--- config.mk ---
export PLATFORM = sky130hd
export DESIGN_NAME = nm_port_arbiter
export DESIGN_NICKNAME = d
export VERILOG_FILES = /design/src/rtl/nm_pkg.sv /design/src/rtl/nm_rr_picker.sv /design/src/rtl/nm_port_arbiter.sv
export SDC_FILE = /design/constraint.sdc
export NUM_CORES = 1
export LEC_CHECK = 0
export CAP_MARGIN = 5
export CORE_MARGIN = 10
export CORE_UTILIZATION = 25
export DETAILED_ROUTE_END_ITERATION = 8
export PLACE_DENSITY = 0.57
export SETUP_SLACK_MARGIN = 0.1
export SKIP_LAST_GASP = 1
export SYNTH_ARGS = -nofsm -noshare
export SYNTH_HDL_FRONTEND = slang
export SYNTH_SLANG_ARGS = --single-unit
--- constraint.sdc ---
create_clock -name clk -period 5.5 [get_ports clk]
set_input_delay 0.55 -clock clk [delete_from_list [all_inputs] [get_ports clk]]
set_output_delay 0.55 -clock clk [all_outputs]
set_load 0.005 [all_outputs]
--- src/rtl/nm_pkg.sv ---
// Shared types and constants for the neuron_module access path.
// Also holds the helpers that size addresses and neuron words.
package nm_pkg;

  localparam int ACTIVITY_WIDTH   = 9;
  localparam int REFRACTORY_WIDTH = 4;
  localparam int NM_NEUR_WIDTH    = ACTIVITY_WIDTH + REFRACTORY_WIDTH;

  localparam int REQ_HOST  = 0;
  localparam int REQ_SCAN  = 1;
  localparam int REQ_SPARE = 2;

  typedef enum logic {IDLE_S = 1'b0, BUSY_S = 1'b1} arb_state_t;

  function automatic int nm_addr_width(input int neuron_number);
    return (neuron_number > 1) ? $clog2(neuron_number) : 1;
  endfunction

endpackage

--- src/rtl/nm_rr_picker.sv ---
// Round-robin picker: rotate the request vector so ptr sits at bit 0,
// take the lowest set bit, then rotate the one-hot result back.
module nm_rr_picker #(
  parameter int N  = 3,
  parameter int PW = (N > 1) ? $clog2(N) : 1
) (
  input  logic [N-1:0]  req,
  input  logic [PW-1:0] ptr,
  output logic [N-1:0]  winner,
  output logic          valid
);

  logic [N-1:0] rot;
  logic [N-1:0] first;
  int           idx;

  always_comb begin
    rot    = '0;
    first  = '0;
    winner = '0;
    idx    = 0;
    for (int i = 0; i < N; i++) begin
      idx = int'(ptr) + i;
      if (idx >= N) idx = idx - N;
      rot[i] = req[idx];
    end
    first = rot & (~rot + 1'b1);
    for (int i = 0; i < N; i++) begin
      idx = int'(ptr) + i;
      if (idx >= N) idx = idx - N;
      winner[idx] = first[i];
    end
    valid = |req;
  end

endmodule

--- src/rtl/nm_port_arbiter.sv ---
// Round-robin arbiter sharing the single neuron_module port among NUM_REQ
// requesters, with a grant held until nm_ack and a watchdog abort.
module nm_port_arbiter
  import nm_pkg::*;
#(
  parameter int NEURON_NUMBER = 256,
  parameter int NEUR_WIDTH    = NM_NEUR_WIDTH,
  parameter int NUM_REQ       = 3,
  parameter int TIMEOUT       = 64,
  localparam int AW = nm_addr_width(NEURON_NUMBER),
  localparam int PW = (NUM_REQ > 1) ? $clog2(NUM_REQ) : 1
) (
  input  logic                          clk,
  input  logic                          reset,
  input  logic                          en,
  input  logic [NUM_REQ-1:0]            req_i,
  input  logic [NUM_REQ*AW-1:0]         addr_i,
  input  logic [NUM_REQ*NEUR_WIDTH-1:0] data_i,
  input  logic [NUM_REQ-1:0]            we_i,
  output logic [NUM_REQ-1:0]            ack_o,
  output logic [NEUR_WIDTH-1:0]         rdata_o,
  output logic [NUM_REQ-1:0]            grant_o,
  output logic                          nm_req,
  output logic [AW-1:0]                 nm_addr,
  output logic [NEUR_WIDTH-1:0]         nm_data,
  output logic                          nm_we,
  input  logic                          nm_ack,
  input  logic [NEUR_WIDTH-1:0]         nm_rdata,
  output logic                          timeout_err,
  input  logic                          err_clr,
  output arb_state_t                    dbg_state,
  output logic [PW-1:0]                 dbg_rr_ptr
);

  localparam int WW = $clog2(TIMEOUT);

  // Handshake: a requester holds req/addr/data/we until its ack_o pulse;
  // fields are sampled only at the grant edge. nm_req is the valid toward
  // neuron_module and stays high until a 1-cycle nm_ack (ready) or abort.
  arb_state_t         state;
  logic [PW-1:0]      rr_ptr;
  logic [WW-1:0]      wdog;
  logic [NUM_REQ-1:0] pick;
  logic               pick_valid;
  logic [AW-1:0]         win_addr;
  logic [NEUR_WIDTH-1:0] win_data;
  logic                  win_we;
  logic [PW-1:0]         grant_idx;
  logic [PW-1:0]         next_ptr;
  logic                  wdog_expired;

  nm_rr_picker #(.N(NUM_REQ), .PW(PW)) u_picker (
    .req    (req_i),
    .ptr    (rr_ptr),
    .winner (pick),
    .valid  (pick_valid)
  );

  always_comb begin
    win_addr  = '0;
    win_data  = '0;
    win_we    = 1'b0;
    grant_idx = '0;
    for (int k = 0; k < NUM_REQ; k++) begin
      if (pick[k]) begin
        win_addr = addr_i[k*AW +: AW];
        win_data = data_i[k*NEUR_WIDTH +: NEUR_WIDTH];
        win_we   = we_i[k];
      end
      if (grant_o[k]) grant_idx = PW'(k);
    end
    next_ptr     = (grant_idx == PW'(NUM_REQ - 1)) ? '0 : grant_idx + 1'b1;
    wdog_expired = (state == BUSY_S) && !nm_ack && (wdog == WW'(TIMEOUT - 1));
  end

  // Reset wins over a coincident nm_ack, so no completion is reported.
  assign ack_o      = grant_o & {NUM_REQ{nm_ack & ~reset}};
  assign rdata_o    = nm_rdata;
  assign dbg_state  = state;
  assign dbg_rr_ptr = rr_ptr;

  always_ff @(posedge clk) begin
    if (reset) begin
      state   <= IDLE_S;
      rr_ptr  <= '0;
      wdog    <= '0;
      grant_o <= '0;
      nm_req  <= 1'b0;
      nm_addr <= '0;
      nm_data <= '0;
      nm_we   <= 1'b0;
    end else begin
      case (state)
        IDLE_S: begin
          if (en && pick_valid) begin
            grant_o <= pick;
            nm_addr <= win_addr;
            nm_data <= win_data;
            nm_we   <= win_we;
            nm_req  <= 1'b1;
            wdog    <= '0;
            state   <= BUSY_S;
          end
        end
        BUSY_S: begin
          if (nm_ack || wdog_expired) begin
            nm_req  <= 1'b0;
            nm_we   <= 1'b0;
            grant_o <= '0;
            rr_ptr  <= next_ptr;
            state   <= IDLE_S;
          end else begin
            wdog <= wdog + 1'b1;
          end
        end
        default: state <= IDLE_S;
      endcase
    end
  end

  always_ff @(posedge clk) begin
    if (reset)             timeout_err <= 1'b0;
    else if (wdog_expired) timeout_err <= 1'b1;
    else if (err_clr)      timeout_err <= 1'b0;
  end

endmodule

=== Word level (Yosys, flattened, before mapping) ===
Cells that the tools add are included.

* Bits in registers: 36
* Input port bits: 87
* Output and inout bits: 46
* Logic and storage cells: 100

* $add $sub $neg: 8
* Order comparisons: 9
* Eq/ne operators: 5
* Mux-type cells: 48
* Bitwise logic cells: 7
* Reduce and logical (&&, ||, !) cells: 14

{| class="wikitable"
|+ Operators by type and width
! operator !! count
|-
| $ge A32 B1 Y1 const B || 3
|-
| $lt A32 B4 Y1 const B || 3
|-
| $mux W32 || 3
|-
| $ge A32 B3 Y1 const B || 2
|-
| $sub A32 B3 Y32 const B || 2
|-
| $mux W13 || 3
|-
| $mux W8 || 3
|-
| $mux W1 || 20
|-
| $mux W6 || 2
|-
| $pmux W6 S2 || 1
|-
| $and A3 B3 Y3 || 3
|-
| $reduce_and A2 Y1 || 4
|-
| $add A6 B1 Y6 const B || 1
|-
| $bmux W1 S2 || 3
|-
| $bwmux W3 || 2
|-
| $demux W1 S2 || 3
|-
| $eq A6 B6 Y1 const B || 1
|-
| $logic_and A1 B1 Y1 || 6
|-
| $mux W3 || 2
|-
| $pmux W1 S2 || 3
|-
| $pmux W3 S2 || 1
|-
| $mux W2 || 2
|-
| $ne A2 B2 Y1 const B || 2
|-
| $add A2 B1 Y3 const B || 1
|-
| other kinds (14) || 15
|}

=== Logic depth before layout (Yosys ltp) ===
* Depth in word-level cells: 17
* Depth in mapped cells: 11
* Gate-level depth less buffers: 7

=== Modules after synthesis ===
From an unflattened synthesis, not the netlist that was laid out.

* Cells, all modules: 253
* Area total of the unflattened synthesis: 2143.3 um^2

{| class="wikitable"
|+ By module, submodules not included
! module !! instances !! cells an instance !! area an instance (um^2)
|-
| nm_port_arbiter || 1 || 218 || 1880.6
|-
| nm_rr_picker || 1 || 35 || 262.8
|}

=== Worst setup path after synthesis ===
Ideal clock, no wire load.

* Kind: reg-to-reg
* From: register rr_ptr[0], in the netlist dbg_rr_ptr[0]
* To: register nm_addr[2]
* Setup time: 129 ps
* Data arrival time: 2080 ps
* Data required time: 5371 ps
* Slack: 3291 ps
* Stages on the path, launching flop included: 10
* Path buffers: 2
* Clock period less this slack: 2209 ps
* Path through: dfxtp_1 inv_1 ha_1 buf_2 nor4bb_1 nor3_1 o32a_1 o211ai_4 buf_6 o211ai_2

* Word-level cells in the longest chain between the ends: 14
* Elaborated cells between the ends (all ways): 44

{| class="wikitable"
|+ Ends and longest elaborated chain
! what !! line !! source
|-
| start, declared || nm_port_arbiter.sv:41 || <nowiki>logic [PW-1:0] rr_ptr;</nowiki>
|-
| start signal, assigned || nm_port_arbiter.sv:110 || <nowiki>rr_ptr <= next_ptr;</nowiki>
|-
| branches (longest 10 deep; another with $sub A32 B3 Y32) || -- ||
|-
| $bwmux W3 (*) || nm_rr_picker.sv:31 || <nowiki>winner[idx] = first[i];</nowiki>
|-
| $mux W8 (2 in a row) || nm_port_arbiter.sv:65 || <nowiki>if (pick[k]) begin</nowiki>
|-
| $mux W8 (*) || nm_port_arbiter.sv:65 ||
|-
| end signal, assigned || nm_port_arbiter.sv:97 || <nowiki>nm_addr <= win_addr;</nowiki>
|-
| end, declared || nm_port_arbiter.sv:24 || <nowiki>output logic [AW-1:0] nm_addr,</nowiki>
|}

Every way passes the cells marked *. The select of a mux whose other input is x is not followed.
A chain may end at the register's enable or synchronous reset.

=== Worst setup path in the final report ===
* From: input port req_i[0]
* To: register nm_data[2]

* Word-level cells in the longest chain between the ends: 12
* Elaborated cells between the ends (all ways): 21

{| class="wikitable"
|+ Ends and longest elaborated chain
! what !! line !! source
|-
| start, declared || nm_port_arbiter.sv:16 || <nowiki>input logic [NUM_REQ-1:0] req_i,</nowiki>
|-
| $bmux W1 S2 || nm_rr_picker.sv:25 || <nowiki>rot[i] = req[idx];</nowiki>
|-
| $mux W1 (implied by the code) (2 in a row) || nm_rr_picker.sv:25 ||
|-
| $not A3 Y3 || nm_rr_picker.sv:27 || <nowiki>first = rot & (~rot + 1'b1);</nowiki>
|-
| $add A3 B1 Y3 || nm_rr_picker.sv:27 ||
|-
| $and A3 B3 Y3 || nm_rr_picker.sv:27 ||
|-
| $and A3 B3 Y3 (no source line) || -- ||
|-
| $bwmux W3 (2 in a row) || nm_rr_picker.sv:31 ||
|-
| $mux W13 (3 in a row) || nm_port_arbiter.sv:65 ||
|-
| end signal, assigned || nm_port_arbiter.sv:98 || <nowiki>nm_data <= win_data;</nowiki>
|-
| end, declared || nm_port_arbiter.sv:25 || <nowiki>output logic [NEUR_WIDTH-1:0] nm_data,</nowiki>
|}

Parallel ways exist; a longest one is shown, timed or not. The select of a mux whose other input is x is not followed.

==> flow_metrics.tcl <==
set metrics [dict create \
    status "finished clean" \
    io_buffers 106 \
    syn-num-nets 366 \
    postLayoutCoreUtil_pct 39.0 \
    antenna_cells 0 \
    synthesis.area_um2 2300 \
    maxSlewViolCount 0 \
    die_y_um 116 \
    timing.final.crit_share_pct 60.5 \
    synth_warnings 0 \
    via_per_inst 5.13 \
    path_max_fanout 18 \
    hpwl_mm 6.46 \
    synth_area_per_cell_um2 8.38 \
    synthTopCellsByCount "dfxtp_1, nand2_1, inv_1" \
    synthCells 274 \
    grt_pass1_wl_mm 13.6 \
    initialDrtViolationCount 67 \
    cp_top_family "compound AO/OA/AOI/OAI gates" \
    cts_root_buf "clkbuf_8" \
    synth_edf_count 0 \
    path_buf_inv 2 \
    nFillCells 889 \
    setup_violations 0 \
    peakVddDrop_mv 0.0931 \
    post-synth-top-count-cell "dfxtp_1" \
    routabilityCongestion 0.809 \
    tightestPinTransition_ns 1.11 \
    ys_ff_latch 36 \
    startpoint "req_i[0]" \
    grt_pass1_vias 2564 \
    criticalPathCategory "in2reg" \
    fmax_mhz 301 \
    routed_wl_mm 8.31 \
    switching_share_pct 25.8 \
    clkPwrFrac_pct 35.7 \
    synthToLayoutAreaGrowth_pct 50.3 \
    drc 0 \
    r2r_cells 8 \
    drive_gt1_share_pct 8.08 \
    gr-total-overflow 0 \
    hp-start "wdog[1]" \
    fp.coreArea_um2 8850 \
    rsz0062_at_grt "false" \
    p_int_mw 0.535 \
    combPwrFrac_pct 24.5 \
    die_area_um2 13400 \
    clk_latency_ns 0.29 \
    holdPathStages 2 \
    synthFlopType "dfxtp_1" \
    switching_power_mw 0.186 \
    seq_area_um2 721 \
    crit_chain "clkdlybuf4s50_1 > nor3_1 > or2_1 > a2111oi_4 > buf_4 > o211ai_4 > o2111ai_1" \
    die_width_um 116 \
    synth_cell_type_count 50 \
    yosys.area.top_type "dfxtp_1" \
    fin_nets 450 \
    crit_path_max_incr_delay_ns 0.93 \
    start_util_pct 26.0 \
    hold_viol 0 \
    core.rowCount 34 \
    cts_tree "done" \
    critPathRequiredTime_ns 5.70 \
    path_depth 7 \
    clock_sinks 36 \
    seqPwrFrac_pct 39.8 \
    startpoint_type "input pin" \
    r2r_start "dbg_rr_ptr[0]" \
    antenna_found_initial 0 \
    ys_top_cells_by_area "dfxtp_1, o211ai_2, o2111ai_1" \
    path_clk_slew_ns 0.07 \
    critPathSlowestCell "a2111oi_4" \
    maxCapViolCount 0 \
    grt_max_degree 24 \
    io_pins 133 \
    synthArstFlopShare_pct 0 \
    cellPowerDensity_nw_per_um2 209 \
    skew_ns 0.00598 \
    routedWlPerCell_um 17.8 \
    postCtsHoldBufs 0 \
    multi_input_area_um2 1290 \
    antenna_left 0 \
    h-tree-depth 2 \
    vias 2395 \
    cts_setup_buffers 0 \
    power.leakage_nw 1.24 \
    setup_tns_ns 0 \
    track_usage_pct 12.6 \
    cts.path.max_buffers 2 \
    slew_headroom_pct 25.3 \
    ys_seq_area_share_pct 31.4 \
    drtPass1Iterations 4 \
    finalCriticalPeriod_ns 3.33 \
    synth_top_area_share_pct 31.4 \
    post_cts_resized 0 \
    cp.arrival_ns 3.53 \
    cts_made_buffers 5 \
    endpoint_kind "flop" \
    hp-class "reg2reg" \
]
## per-stage QoR
stage          total power [mW]  std cells  setup slack, ns  cell area, um^2  hold slack, ns
2_1_floorplan             0.371        274             3.29             2300           0.444
3_3_place_gp              0.468        459             1.98             3330           0.445
5_1_grt                   0.755        467             1.94             3450           0.510
6_report                  0.721        467             2.17             3450           0.484
3_5_place_dp              0.470        459             1.90             3330           0.471
4_1_cts                   0.730        467             2.16             3450           0.488
## layer usage
layer	global-route usage, %	share of wire [%]
met5	0	0
met4	3.25	0.99
met3	4.75	8.7
met2	21.4	50
met1	14.6	41
## final timing paths
kind | endpoint | slack, ns
worst max-delay path | nm_data[2] | 2.17
worst min-delay path | wdog[1] | 0.48
worst max register to register | nm_data[2] | 2.27
worst min register to register | wdog[1] | 0.48
## power by group through the flow
stage / logic, mW / registers, mW / clock network (mW)
after floorplan: 0.0792 / 0.292 / 0
after global placement: 0.176 / 0.292 / 0
after detailed placement: 0.178 / 0.292 / 0
after CTS: 0.178 / 0.287 / 0.265
after global routing: 0.193 / 0.289 / 0.274
final: 0.177 / 0.287 / 0.257
## tightest hold or removal path, cell delays in order (launching register included)
cell and delay (ns):
dfxtp_1 0.33, nand2_1 0.06, a21oi_1 0.05
## cell families (layout without fill, tap and decap cells)
kind of cell	Yosys count	count (layout)	synth area share, %
AO/OA/AOI/OAI	73	73	28.3
XOR/XNOR	4	4	1.52
adder cells (fa/ha/maj)	5	5	2.72
buffers and inverters	56	141	12.8
flip-flops	36	36	31.4
multiplexers	3	3	1.31
AND/OR/NAND/NOR	97	97	22.0
## cells in the final DEF, fill, tap and decap left out, types with 5 or more instances in the layout
master,Yosys,final
buf_4,13,5
clkbuf_8,0,7
o211ai_2,10,10
nor2_1,10,10
dfxtp_1,36,36
inv_1,22,22
o2111ai_1,12,12
nand2_1,27,27
nand4_1,11,11
ha_1,5,5
nand3_1,17,17
a21oi_1,10,10
o211ai_1,9,9
clkdlybuf4s50_1,0,106
nor3_1,8,8
a32oi_1,11,11
## layout make-up
cell class                      count  share of cell area [%]
Inverter                           22                    2.39
Multi-Input combinational cell    182                    37.4
Clock buffer                        7                    2.79
Tap cell                          108                    3.91
Sequential cell                    36                    20.9
Timing Repair Buffer              111                    31.8
Clock inverter                      1                   0.870
## flip-flops by register name (all words and copies together) (netlist names)
register,count
nm_we,1
grant_o,3
wdog,6
dbg_state,1
nm_req,1
nm_addr,8
nm_data,13
timeout_err,1
dbg_rr_ptr,2
Power figures use the tool's default switching activity.
